--- config.mk ---
export PLATFORM = sky130hd
export DESIGN_NAME = ballot_request_arbiter
export DESIGN_NICKNAME = d
export VERILOG_FILES = /design/src/rtl/election_pkg.sv /design/src/rtl/ballot_fifo.sv /design/src/rtl/ballot_request_arbiter.sv
export SDC_FILE = /design/constraint.sdc
export NUM_CORES = 1
export LEC_CHECK = 0
export ABC_CLOCK_PERIOD_IN_PS = 6100
export BUFFER_PORTS_ARGS = -buffer_cell sky130_fd_sc_hd__clkbuf_2
export CAP_MARGIN = 10
export CORE_MARGIN = 5
export CORE_UTILIZATION = 35
export DETAILED_ROUTE_END_ITERATION = 8
export GPL_TIMING_DRIVEN = 0
export HOLD_SLACK_MARGIN = 0.08
export PLACE_DENSITY = 0.55
export SLEW_MARGIN = 20
export SYNTH_ARGS = -nofsm -noshare
export SYNTH_HDL_FRONTEND = slang
export SYNTH_SLANG_ARGS = --single-unit
--- constraint.sdc ---
create_clock -name CLK -period 6.1 [get_ports CLK]
set_clock_uncertainty 0.15 [all_clocks]
set_input_delay 0.61 -clock CLK [delete_from_list [all_inputs] [get_ports CLK]]
set_output_delay 0.61 -clock CLK [all_outputs]
set_load 0.05 [all_outputs]
--- src/rtl/election_pkg.sv ---
// Shared definitions for the avatar-election front end: encodings, widths
// and the 8-bit request record buffered per ballot box.
package election_pkg;

   localparam int NUM_BOXES  = 4;
   localparam int BOX_W      = 2;
   localparam int USER_ID_W  = 6;
   localparam int LOCAL_ID_W = 4;
   localparam int REQ_W      = 8;

   localparam logic [1:0] CAND_AIR   = 2'd0;
   localparam logic [1:0] CAND_FIRE  = 2'd1;
   localparam logic [1:0] CAND_WATER = 2'd2;
   localparam logic [1:0] CAND_EARTH = 2'd3;

   localparam logic [1:0] MODE_REGISTER = 2'd0;
   localparam logic [1:0] MODE_VOTE     = 2'd1;

   typedef struct packed {
      logic [1:0]            mode;
      logic [LOCAL_ID_W-1:0] local_id;
      logic [1:0]            candidate;
   } req_rec_t;

endpackage

--- src/rtl/ballot_fifo.sv ---
// Per-box request FIFO. A push is taken only when not full at the edge, so a
// same-cycle pop never makes room for a push into a full FIFO.
module ballot_fifo #(
   parameter int DEPTH = 4
) (
   input  logic                     clk,
   input  logic                     rst_n,
   input  logic                     push,
   input  logic [7:0]               push_data,
   input  logic                     pop,
   output logic [7:0]               head,
   output logic                     full,
   output logic                     empty,
   output logic [$clog2(DEPTH):0]   count
);

   localparam int AW = $clog2(DEPTH);

   logic [7:0]    mem [DEPTH];
   logic [AW-1:0] wr_ptr;
   logic [AW-1:0] rd_ptr;
   logic          do_push;
   logic          do_pop;

   assign full    = (count == (AW+1)'(DEPTH));
   assign empty   = (count == '0);
   assign do_push = push && !full;
   assign do_pop  = pop && !empty;
   assign head    = mem[rd_ptr];

   // Pointers are AW bits wide so they wrap naturally at DEPTH.
   always_ff @(posedge clk or negedge rst_n) begin
      if (!rst_n) begin
         wr_ptr <= '0;
         rd_ptr <= '0;
         count  <= '0;
      end else begin
         if (do_push) wr_ptr <= wr_ptr + AW'(1);
         if (do_pop)  rd_ptr <= rd_ptr + AW'(1);
         case ({do_push, do_pop})
            2'b10:   count <= count + (AW+1)'(1);
            2'b01:   count <= count - (AW+1)'(1);
            default: count <= count;
         endcase
      end
   end

   always_ff @(posedge clk) begin
      if (do_push) mem[wr_ptr] <= push_data;
   end

endmodule

--- src/rtl/ballot_request_arbiter.sv ---
// Collects requests from four ballot boxes, buffers each box, and round-robin
// arbitrates them into one registered stream carrying userID = {box, local_id}.
module ballot_request_arbiter
   import election_pkg::*;
#(
   parameter int FIFO_DEPTH = 4
) (
   input  logic                 CLK,
   input  logic                 RST_N,
   input  logic [3:0]           req_valid,
   output logic [3:0]           req_ready,
   input  logic [7:0]           req_mode,
   input  logic [15:0]          req_local_id,
   input  logic [7:0]           req_candidate,
   output logic                 out_valid,
   input  logic                 out_ready,
   output logic [1:0]           out_mode,
   output logic [USER_ID_W-1:0] out_userID,
   output logic [1:0]           out_candidate,
   output logic [BOX_W-1:0]     out_box,
   output logic [15:0]          grant_count
);

   localparam int CNT_W = $clog2(FIFO_DEPTH) + 1;

   // Handshake: a transfer happens on any edge where valid && ready are both
   // high; the producer holds its payload stable while valid && !ready.
   logic [NUM_BOXES-1:0] full;
   logic [NUM_BOXES-1:0] empty;
   logic [NUM_BOXES-1:0] pop;
   logic [REQ_W-1:0]     head  [NUM_BOXES];
   logic [CNT_W-1:0]     count [NUM_BOXES];
   logic [BOX_W-1:0]     rr_ptr;
   logic [BOX_W-1:0]     grant_idx;
   logic                 grant_found;
   logic                 load_en;
   req_rec_t             granted;
   logic                 unused_count;

   for (genvar b = 0; b < NUM_BOXES; b++) begin : g_box
      req_rec_t rec;
      assign rec = '{mode: req_mode[2*b +: 2], local_id: req_local_id[4*b +: 4],
                     candidate: req_candidate[2*b +: 2]};
      ballot_fifo #(.DEPTH(FIFO_DEPTH)) u_fifo (
         .clk       (CLK),
         .rst_n     (RST_N),
         .push      (req_valid[b]),
         .push_data (rec),
         .pop       (pop[b]),
         .head      (head[b]),
         .full      (full[b]),
         .empty     (empty[b]),
         .count     (count[b])
      );
   end

   assign req_ready    = ~full;
   assign unused_count = ^{count[0], count[1], count[2], count[3]};
   assign load_en      = !out_valid || out_ready;

   // Scan from the farthest offset down so the first non-empty box after rr_ptr wins.
   always_comb begin
      logic [BOX_W-1:0] idx;
      idx         = rr_ptr;
      grant_found = 1'b0;
      grant_idx   = rr_ptr;
      for (int i = NUM_BOXES - 1; i >= 0; i--) begin
         idx = rr_ptr + BOX_W'(i);
         if (!empty[idx]) begin
            grant_found = 1'b1;
            grant_idx   = idx;
         end
      end
   end

   assign pop     = (load_en && grant_found) ? (4'b0001 << grant_idx) : 4'b0000;
   assign granted = head[grant_idx];

   always_ff @(posedge CLK or negedge RST_N) begin
      if (!RST_N) begin
         out_valid     <= 1'b0;
         out_mode      <= '0;
         out_userID    <= '0;
         out_candidate <= '0;
         out_box       <= '0;
         rr_ptr        <= '0;
      end else if (load_en) begin
         out_valid <= grant_found;
         if (grant_found) begin
            out_mode      <= granted.mode;
            out_userID    <= {grant_idx, granted.local_id};
            out_candidate <= granted.candidate;
            out_box       <= grant_idx;
            rr_ptr        <= grant_idx + BOX_W'(1);
         end
      end
   end

   always_ff @(posedge CLK or negedge RST_N) begin
      if (!RST_N) begin
         grant_count <= '0;
      end else if (out_valid && out_ready) begin
         for (int b = 0; b < NUM_BOXES; b++) begin
            if (out_box == BOX_W'(b) && grant_count[4*b +: 4] != 4'hF)
               grant_count[4*b +: 4] <= grant_count[4*b +: 4] + 4'd1;
         end
      end
   end

endmodule

## After elaboration in Yosys (flattened, before gate mapping)

Memory sizes are Yosys's and may differ from the RTL's.
Cells that the tools add are included.

- Flip-flop bits (word level): 59
- Input port bits: 39
- Word-level logic and storage cells: 147
- Bits in writable memories: 128
- ROM bits: 0
- Output and inout bits: 33
- Latch bits: 0
- Memories: 4

Memories:

| memory | words | bits a word | read ports | clocked after memory_dff | write ports | RTL line | RTL |
|---|---|---|---|---|---|---|---|
| g_box[0].u_fifo.mem | 4 | 8 | 1 | 0 | 1 | ballot_fifo.sv:19 | `logic [7:0] mem [DEPTH];` |
| g_box[1].u_fifo.mem | 4 | 8 | 1 | 0 | 1 | ballot_fifo.sv:19 |  |
| g_box[2].u_fifo.mem | 4 | 8 | 1 | 0 | 1 | ballot_fifo.sv:19 |  |
| g_box[3].u_fifo.mem | 4 | 8 | 1 | 0 | 1 | ballot_fifo.sv:19 |  |

- $mul: 0
- Bitwise operators: 2
- Divide/modulo/power cells: 0
- Shift-type cells: 1
- Reduce and logical (&&, ||, !) cells: 38
- Multiplexer cells: 32
- Equal/unequal tests: 19
- Magnitude comparators: 5
- Add/sub/neg operators: 24

Operator list:

| operator | number |
|---|---|
| one-hot mux 3 bit (2 select lines) | 4 |
| adder 2 x 1 -> 2 bit (second input constant) | 10 |
| adder 4 x 1 -> 4 bit (second input constant) | 4 |
| binary-select mux 8 bit (select 2 bit) | 1 |
| two-way mux 1 bit | 16 |
| two-way mux 8 bit | 2 |
| != test 4 bit (second input constant) | 4 |
| logical AND 1 bit | 14 |
| adder 3 x 1 -> 3 bit (second input constant) | 4 |
| equality test 2 bit (second input constant) | 6 |
| equality test 3 bit (second input constant) | 4 |
| zero test 3 bit | 4 |
| < comparator 2 x 3 -> 1 bit (second input constant) | 4 |
| subtractor 3 x 1 -> 3 bit (second input constant) | 4 |
| equality test 2 x 1 -> 1 bit (second input constant) | 5 |
| AND reduction 2 bit | 5 |
| zero test 1 bit | 9 |
| binary-select mux 1 bit (select 2 bit) | 4 |
| two-way mux 2 bit | 4 |
| nonzero test 2 bit | 4 |
| adder 2 bit (second input constant) | 2 |
| two-way mux 4 bit | 1 |
| inverter 4 bit | 1 |
| << shifter 1 x 2 -> 4 bit (first input constant) | 1 |
| 4 further kinds | 4 |

## Logic depth before layout (Yosys ltp)

Gate-level depths: netlist of the first run.

- Depth after elaboration: 12
- Mapped depth: 13
- Gate-level depth less buffers: 11

## Modules after synthesis

From an unflattened synthesis of the first run, not the netlist that was laid out.

- Cell total of the unflattened synthesis: 477
- Area, all modules: 8,013.9 µm²

Modules (own cells, without submodules):

| module | area each (µm²) | cells an instance | instances | seq. area each (µm²) |
|---|---|---|---|---|
| ballot_fifo (g_box[1].u_fifo ...) | 1,592.8 | 79 | 2 | 1,136.1 |
| ballot_fifo (g_box[0].u_fifo ...) | 1,584.0 | 80 | 2 | 1,136.1 |
| ballot_request_arbiter | 1,660.3 | 159 | 1 | 725.7 |

## Worst setup path before layout of the first run

OpenSTA, ideal clock, no wires.

- Kind: register to register
- Start point: register g_box[3].u_fifo.count[1]
- End point: register g_box[0].u_fifo.count[2]
- Data arrival time: 2.610 ns
- Required time: 5.871 ns
- Buffers on the path: 1
- Stages on the path, launching flop included: 13
- Library setup time: 0.079 ns
- Period minus slack after synthesis: 2.839 ns
- Path slack: 3.261 ns
- Path through: dfrtp_1 > or3_1 > o22ai_1 > a22oi_4 > nand2_4 > buf_6 > and3_1 > ha_1 > inv_1 > fa_1 > xor2_1 > nor2_1 > xor2_1

- Word-level cells in the longest chain between the ends: 12
- Elaborated cells on any way between the ends: 25
- Those cells by class: eq/ne (2); shift (1); mux (18); reduce/logical (4)

RTL lines:

| what | RTL line | RTL |
|---|---|---|
| start, declared | ballot_fifo.sv:14 | `output logic [$clog2(DEPTH):0] count` |
| start signal, assigned | ballot_fifo.sv:41 | `2'b10: count <= count + (AW+1)'(1);` |
| start signal, assigned | ballot_fifo.sv:42 | `2'b01: count <= count - (AW+1)'(1);` |
| start signal, assigned | ballot_fifo.sv:43 | `default: count <= count;` |
| zero test 3 bit * | ballot_fifo.sv:26 | `assign empty = (count == '0);` |
| binary-select mux 1 bit (select 2 bit) | ballot_request_arbiter.sv:69 | `if (!empty[idx]) begin` |
| two-way mux 1 bit (implied by the code) | ballot_request_arbiter.sv:69 |  |
| two-way mux 2 bit / two-way mux 1 bit (equally long branches) (4 in a row) | ballot_request_arbiter.sv:69 |  |
| << shifter 1 x 2 -> 4 bit / logical AND 1 bit (equally long branches) | ballot_request_arbiter.sv:76 | `assign pop = (load_en && grant_found) ? (4'b0001 << grant_idx) : 4'b0000;` |
| two-way mux 4 bit * | ballot_request_arbiter.sv:76 |  |
| logical AND 1 bit * | ballot_fifo.sv:28 | `assign do_pop = pop && !empty;` |
| named net g_box[0].u_fifo.do_pop | ballot_fifo.sv:23 | `logic do_pop;` |
| equality test 2 x 1 -> 1 bit / equality test 2 bit (equally long branches) | ballot_fifo.sv:40 | `case ({do_push, do_pop})` |
| one-hot mux 3 bit (2 select lines) / nonzero test 2 bit (equally long branches) | - |  |
| end signal, assigned | ballot_fifo.sv:41 |  |
| end signal, assigned | ballot_fifo.sv:42 |  |
| end signal, assigned | ballot_fifo.sv:43 |  |
| end, declared | ballot_fifo.sv:14 |  |

The timed path passes the listed nets; every way through them passes the cells marked *. The select of a mux whose other input is x is not followed.
A chain may end at the register's enable or synchronous reset.

## Final worst setup path of the first run

- Start point: register g_box[1].u_fifo.count[2]
- End point: register g_box[2].u_fifo.count[2]

- Word-level cells in the longest chain between the ends: 12
- Elaborated cells on any way between the ends: 25
- Those cells by class: eq/ne (2); shift (1); mux (18); reduce/logical (4)

RTL lines:

| what | RTL line |
|---|---|
| start, declared | ballot_fifo.sv:14 |
| start signal, assigned | ballot_fifo.sv:41 |
| start signal, assigned | ballot_fifo.sv:42 |
| start signal, assigned | ballot_fifo.sv:43 |
| zero test 3 bit * | ballot_fifo.sv:26 |
| binary-select mux 1 bit (select 2 bit) | ballot_request_arbiter.sv:69 |
| two-way mux 1 bit (implied by the code) | ballot_request_arbiter.sv:69 |
| two-way mux 2 bit / two-way mux 1 bit (equally long branches) (4 in a row) | ballot_request_arbiter.sv:69 |
| << shifter 1 x 2 -> 4 bit / logical AND 1 bit (equally long branches) | ballot_request_arbiter.sv:76 |
| two-way mux 4 bit * | ballot_request_arbiter.sv:76 |
| logical AND 1 bit * | ballot_fifo.sv:28 |
| named net g_box[2].u_fifo.do_pop | ballot_fifo.sv:23 |
| equality test 2 x 1 -> 1 bit / equality test 2 bit (equally long branches) | ballot_fifo.sv:40 |
| one-hot mux 3 bit (2 select lines) / nonzero test 2 bit (equally long branches) | - |
| end signal, assigned | ballot_fifo.sv:41 |
| end signal, assigned | ballot_fifo.sv:42 |
| end signal, assigned | ballot_fifo.sv:43 |
| end, declared | ballot_fifo.sv:14 |

Marks and branches as above.

==> impl_metrics.ini, run 1 <==
[grt]
global_route.peak_usage_layer = met2
track_usage_pct = 13.22
grt_overflow = 0
grt.met3_usage_pct = 3.897
gr-usage-met1_pct = 17.29
antenna_found_initial = 1
grt_max_degree = 46
grt_pass1_wl_microns = 25850
grt_pass1_vias = 4511
use_met2_pct = 21.70

[logic_synthesis]
ys_types = 46
netlist_area_sq_um = 7884
synth_edf_count = 128
synth_largest_area_cell = edfxtp_1
synth-main-ff-cell = edfxtp_1
syn_inst = 475
synth_seq_area_share_pct = 66.85
ys_warn_count = 0
synthTopCellsByArea = edfxtp_1 (49%), dfrtp_1 (18%), mux4_2 (9.1%), ha_1 (3.8%), xnor2_1 (2.0%)
synth-async-reset-ratio_pct = 30.81
synth-seq-cells = 185
synth_top_area_share_pct = 48.75
synthesis.nets = 542
synth_area_per_cell_sq_um = 16.60

[pwr]
p_clk_share_pct = 21.8
power.leakage_nw = 3.583
power.density_nw_per_um2 = 559.3
p_switching_mw = 1.982
power_frac_seq_pct = 37.8
p_int_mw = 3.183
combPwrFrac_pct = 40.4
swShare_pct = 38.37
ir_drop_mv = 0.2094

[place]
numPortBuffers = 71
hpwl_microns = 11650
post-place-ws_ns = 2.691
place_congestion = 0.7531

[floorplan]
die-area_sq_um = 25630
start_util_pct = 35.14
row_count = 55
dieWidth_microns = 160.1
io_pins = 72
fp.dieH_microns = 160.1
core_area_sq_um = 22430

[clocking]
ctsResizeCount = 0
clkSinkCount = 185
cts.htree.levels = 4
clk_latency_ns = 0.43
cts_tree = built
clk_path_buf_depth = 2
clkTransAtPathRegs_ns = 0.07
cts_buffers = 17
root_buffer = clkbuf_16

[worst_setup_path]
worstPathMaxFanout = 10
required_ns = 6.31
cp.arrival_ns = 3.63
criticalPathCategory = reg2reg
critPathLaunchType = flop
endpoint_kind = flop

[hold_path]
hold_path_class = in2reg

[detailed_routing]
wl_microns = 16160
wl_per_cell_microns = 18.68
ant_nets = 0
vias = 4206
firstDrtPassIters = 6
drc = 0
drt_iter0_drc = 305
vias_per_cell = 4.862

[timing]
hold_viol_final = 0
setup_viol = 0
finalSetupTns_ns = 0
rsz0062_at_grt = false
fmax_ghz = 0.2916
tightest_slew_ns = 0.8243
slew-limit-headroom_pct = 45.05
min_period_over_period_pct = 56.21
layout_setup_ws_ns = 2.671
slew_viol_final = 0
finalCriticalPeriod_ns = 3.429

[job]
cap_violations = 0

[final_layout]
areaGrowthSynthToFinish_pct = 17.16
final_common_cell = edfxtp_1
final_cell_mix = edfxtp_1 (128), clkbuf_2 (70), dfrtp_1 (57)
layout-drive-gt1-share_pct = 27.24
final_nets = 634
antenna_cells = 0

[status]
status = complete, no violations
==> per-layer routing <==
layer / vias up / wire, microns / share of wire [%]
met5: - / 16 / 0.099
met4: 2 / 99 / 0.61
met3: 9 / 842 / 5.2
met2: 79 / 8108 / 50
met1: 2133 / 7091 / 44
li1: 1983 / - / -
==> cells by family after synthesis <==
family | Yosys count | share of synthesized area [%]
DFF | 185 | 66.85
and+or+nand+nor | 86 | 6.142
AOI/OAI and AO/OA | 51 | 4.587
muxes | 46 | 11.30
buffers and inverters | 43 | 2.301
xor gates and xnor gates | 36 | 3.999
adders and majority gates | 28 | 4.825
==> power by group through the flow <==
stage	registers [mW]	clock network (mW)	logic, mW
floorplan	2.20	0	1.32
global placement	1.96	0	2.07
detailed placement	1.99	0	2.12
CTS	1.96	1.16	2.14
global route	2.00	1.22	2.29
finish	1.95	1.12	2.09
==> synthesized netlist by cell type (5+ instances only) <==
cell      number
a21oi_1       12
a221o_1        8
and2_1         5
and3_1        17
buf_1          6
dfrtp_1       57
edfxtp_1     128
ha_1          24
inv_1         27
mux2_2         8
mux4_2        32
nand2_1       16
nand3_1       16
nor2_1        10
o21ai_0       17
xnor2_1       18
xor2_1        18
==> cell type report <==
| class | instances | area [sq um] |
|---|---|---|
| clock buffer | 19 | 432.9 |
| clock inverter | 13 | 167.7 |
| tap | 285 | 356.6 |
| sequential | 185 | 5270 |
| timing repair buffer | 73 | 395.4 |
| fill | 2047 | 13200 |
| buffer | 16 | 80.08 |
| multi-input combinational | 247 | 2432 |
| inverter | 27 | 101.3 |
==> state kept, by name (all words and copies together) (netlist names) <==
register	cells
g_box.u_fifo.mem	128
out_userID	6
out_mode	2
g_box.u_fifo.wr_ptr	8
g_box.u_fifo.rd_ptr	8
g_box.u_fifo.count	12
grant_count	16
out_candidate	2
rr_ptr	2
out_valid	1
==> path summary, 6_finish.rpt <==
| path | start | endpoint | cells past startpoint | slack (ns) |
|---|---|---|---|---|
| worst max-delay path | g_box[1].u_fifo.count[2] | g_box[2].u_fifo.count[2] | 12 | 2.67 |
| worst min-delay path | req_candidate[2] | g_box[1].u_fifo.mem[3][0] | 1 | 0.24 |
| worst max register to register | g_box[1].u_fifo.count[2] | g_box[2].u_fifo.count[2] | 12 | 2.67 |
| worst min register to register | grant_count[15] | grant_count[15] | 1 | 0.36 |
| max in group asynchronous | RST_N | g_box[2].u_fifo.wr_ptr[1] | 3 | 4.83 |
| min in group asynchronous | RST_N | g_box[1].u_fifo.count[2] | 2 | 0.46 |
==> worst max-delay path, cell delays in order, from the launching register on <==
cell and delay, ns:
dfrtp_1 0.43, nor3_4 0.42, a31oi_1 0.14, o21ai_0 0.34
nand3b_1 0.25, buf_2 0.26, nor2_1 0.25, ha_1 0.24
inv_1 0.06, fa_1 0.39, xor2_1 0.16, nor2_1 0.11
xor2_1 0.15
==> stage by stage <==
step	total power [mW]	hold slack, ns	area, sq um	cells	utilization, %
after floorplan	3.520	0.1644	7884	475	-
after global placement	4.025	0.3407	8596	831	38.32
after detailed placement	4.108	0.3497	8626	832	38.45
after CTS	5.252	0.2247	9236	865	41.17
after global routing	5.504	0.2211	9236	865	41.17
final	5.166	0.2401	9236	865	41.17
==> timing repair <==
| item | in CTS | in global routing |
|---|---|---|
| hold buffers | 1 | 0 |
| hold endpoints to repair | 12 | 0 |
| setup buffers | 0 | 0 |
(Power assumes the default switching activity.)
==> run 2: changes to the inputs <==
--- a/config.mk
+++ b/config.mk
@@ -5,7 +5,8 @@
 export SDC_FILE = /design/constraint.sdc
 export NUM_CORES = 1
 export LEC_CHECK = 0
-export ABC_CLOCK_PERIOD_IN_PS = 6100
+export ABC_AREA = 1
+export ABC_CLOCK_PERIOD_IN_PS = 3500
 export BUFFER_PORTS_ARGS = -buffer_cell sky130_fd_sc_hd__clkbuf_2
 export CAP_MARGIN = 10
 export CORE_MARGIN = 5
==> constraint.sdc (replaced) <==
create_clock -name CLK -period 3.5 [get_ports CLK]
set_clock_uncertainty 0.15 [all_clocks]
set_input_delay 0.35 -clock CLK [delete_from_list [all_inputs] [get_ports CLK]]
set_output_delay 0.35 -clock CLK [all_outputs]
set_load 0.05 [all_outputs]
==> impl_metrics.ini, run 2 <==
[logic_synthesis]
ys_warn_count = 0
synth-seq-cells = 185
ys_types = 34
synthTopCellsByArea = edfxtp_1 (47%), dfrtp_1 (17%), o21ai_0 (4.8%), nor2_1 (4.3%), ha_1 (3.7%)
synth_largest_area_cell = edfxtp_1
synth.most_common_cell = edfxtp_1
synth_area_per_cell_sq_um = 11.44
synth_seq_area_share_pct = 64.23
synth_common_cells = edfxtp_1 (128), nor2_1 (94), o21ai_0 (78), nand2_1 (71), inv_1 (62)
synth_edf_count = 128
synth_compound_area_share_pct = 8.448
yosys.area_share.simple_pct = 14.52
synth-async-reset-ratio_pct = 30.81
syn_inst = 717
muxShareOfSynthArea_pct = 0.5489
synth-main-ff-cell = edfxtp_1
synthesis.nets = 784
synth-xor-area-share_pct = 2.989
synth-adder-area-share_pct = 4.636
synth_top_area_share_pct = 46.84
synth_top_family_by_area = simple AND/OR/NAND/NOR gates
netlist_area_sq_um = 8205

[floorplan]
dieWidth_microns = 163.1
fp.dieH_microns = 163.1
start_util_pct = 35.27
core_area_sq_um = 23260
io_pins = 72
row_count = 56
die-area_sq_um = 26610

[clocking]
root_buffer = clkbuf_16
post_cts_buffers = 0
cts_hold_buf = 34
cts.htree.levels = 4
ctsResizeCount = 0
clk_latency_ns = 0.43
clkSinkCount = 185
cts_tree = built
clk_path_buf_depth = 2
clkTransAtPathRegs_ns = 0.07
cts_buffers = 17

[grt]
gr-usage-met1_pct = 19.54
track_usage_pct = 14.15
grt_max_degree = 48
antenna_found_initial = 0
use_met2_pct = 22.17
grt.met3_usage_pct = 3.154
grt_pass1_vias = 5383
global_route.peak_usage_layer = met2
grt_pass1_wl_microns = 29090
grt_overflow = 0

[detailed_routing]
firstDrtPassIters = 5
drc = 0
vias_per_cell = 4.716
wl_per_cell_microns = 15.41
drt_iter0_drc = 387
wl_microns = 18090
vias = 5537
ant_nets = 0

[timing]
hold_ws_ns = 0.1743
rsz0062_at_grt = false
slew-limit-headroom_pct = 44.36
slew_viol_final = 0
setup_viol = 0
min_period_over_period_pct = 86.97
finalCriticalPeriod_ns = 3.044
tightest_slew_ns = 0.8315
finalSetupTns_ns = 0
hold_viol_final = 0
fmax_ghz = 0.3285

[worst_setup_path]
critPathLaunchType = flop
crit_chain = nor2_2 -> nand3_1 -> nand3_2 -> nand2_2 -> inv_2 -> nand4_4 -> nand2_4 -> nand2_4 -> nor2_8 -> ha_1 -> inv_1 -> fa_1 -> a21oi_1 -> o21ai_0 -> xor2_1
reg2reg_depth = 15
cpPeakStageDelay_ns = 0.41
cp_slowest_cell = dfrtp_1
endpoint_kind = flop
criticalPathCategory = reg2reg
worstReg2RegEnd = g_box[1].u_fifo.count[2]
worstPathMaxFanout = 10
r2r-start = g_box[3].u_fifo.count[1]
r2r_setup_slack_ns = 0.46
cp.arrival_ns = 3.19
required_ns = 3.65
critPathMostFrequentCell = nand2_4

[pwr]
ir_drop_mv = 0.4316
power.leakage_nw = 4.016
finalPower_mw = 9.843
power.density_nw_per_um2 = 990.4

[final_layout]
regMostFlops = g_box.u_fifo.mem
final_cell_mix = edfxtp_1 (128), nor2_1 (94), o21ai_0 (78)
stdcell_count = 1174
largest_reg_flops = 128
layout-drive-gt1-share_pct = 17.08
fillerInstances = 2255
areaGrowthSynthToFinish_pct = 21.12
final_nets = 909
final_common_cell = edfxtp_1
reg.largest.list = g_box.u_fifo.mem x128, grant_count x16, g_box.u_fifo.count x12
antenna_cells = 0

[place]
place_congestion = 0.7639
numPortBuffers = 71
hpwl_microns = 12370
dp_cells = 1108

[job]
cap_violations = 0

[hold_path]
hold_path_class = in2async

[status]
status = complete, no violations
## run 2: cell types whose count changed after synthesis, sizes merged, moves of 13 or more
cell / previous run / this run
nand2: 17 / 81
clkbuf: 3 / 16
nand3: 16 / 67
mux4: 32 / 0
o22ai: 1 / 32
o21ai: 18 / 81
inv: 27 / 66
nor2: 10 / 101
and3: 17 / 0
## run 2: how the worst max path moves through the flow
stage	start	endpoint	slack [ns]	cells after the start
after floorplan	rr_ptr[0]	g_box[3].u_fifo.count[2]	0.81	18
after global placement	g_box[2].u_fifo.count[1]	g_box[3].u_fifo.count[2]	0.51	15
after detailed placement	g_box[1].u_fifo.count[0]	g_box[3].u_fifo.count[2]	0.49	15
after CTS	g_box[2].u_fifo.count[1]	g_box[3].u_fifo.count[2]	0.46	15
after global routing	rr_ptr[1]	g_box[2].u_fifo.count[2]	0.19	17
final	g_box[3].u_fifo.count[1]	g_box[1].u_fifo.count[2]	0.46	15
## run 2: worst max-delay path: cells and delay by family, from the launching register on
kind,cells,cell delay [ns]
xor+xnor,1,0.16
compound gates,2,0.27
simple gates,8,1.19
fa+ha+maj,2,0.53
flops,1,0.41
buf+inv,2,0.20
## run 2: cell type report
cell class	instances	area (sq um)	area share, %
clock buffer	19	442.9	4.457
inverter	66	252.7	2.543
multi-input combinational	441	2555	25.71
timing repair buffer	106	725.7	7.302
clock inverter	13	165.2	1.662
tap	319	399.1	4.016
sequential	185	5270	53.03
buffer	25	127.6	1.284
## run 2: per-layer routing
metal	vias up	share of wire, %	wire length (microns)
met3	25	4.7	848
li1	2730	-	-
met5	-	0	0
met1	2650	47	8418
met4	0	2.2	394
met2	132	47	8425
## run 2: metrics by stage
step,cell area (sq um),setup WS (ns),util (%)
after detailed placement,8990,0.4891,38.65
after global placement,8960,0.5116,38.52
after floorplan,8205,0.8102,-
after global routing,9938,0.1878,42.72
final,9938,0.4560,42.72
after CTS,9938,0.4637,42.72
## run 2: cell families after synthesis
| kind of cell | after synthesis |
|---|---|
| and+or+nand+nor | 256 |
| DFF | 185 |
| AOI/OAI and AO/OA | 125 |
| buffers and inverters | 91 |
| xor gates and xnor gates | 28 |
| adders and majority gates | 28 |
| muxes | 4 |
## run 2: report_power, final
| group | internal (mW) | switching (mW) | leakage, nW | total (mW) |
|---|---|---|---|---|
| clock | 1.15 | 0.844 | 0.296 | 2.00 |
| sequential | 3.02 | 0.314 | 1.85 | 3.33 |
| combinational | 1.34 | 3.17 | 1.87 | 4.51 |
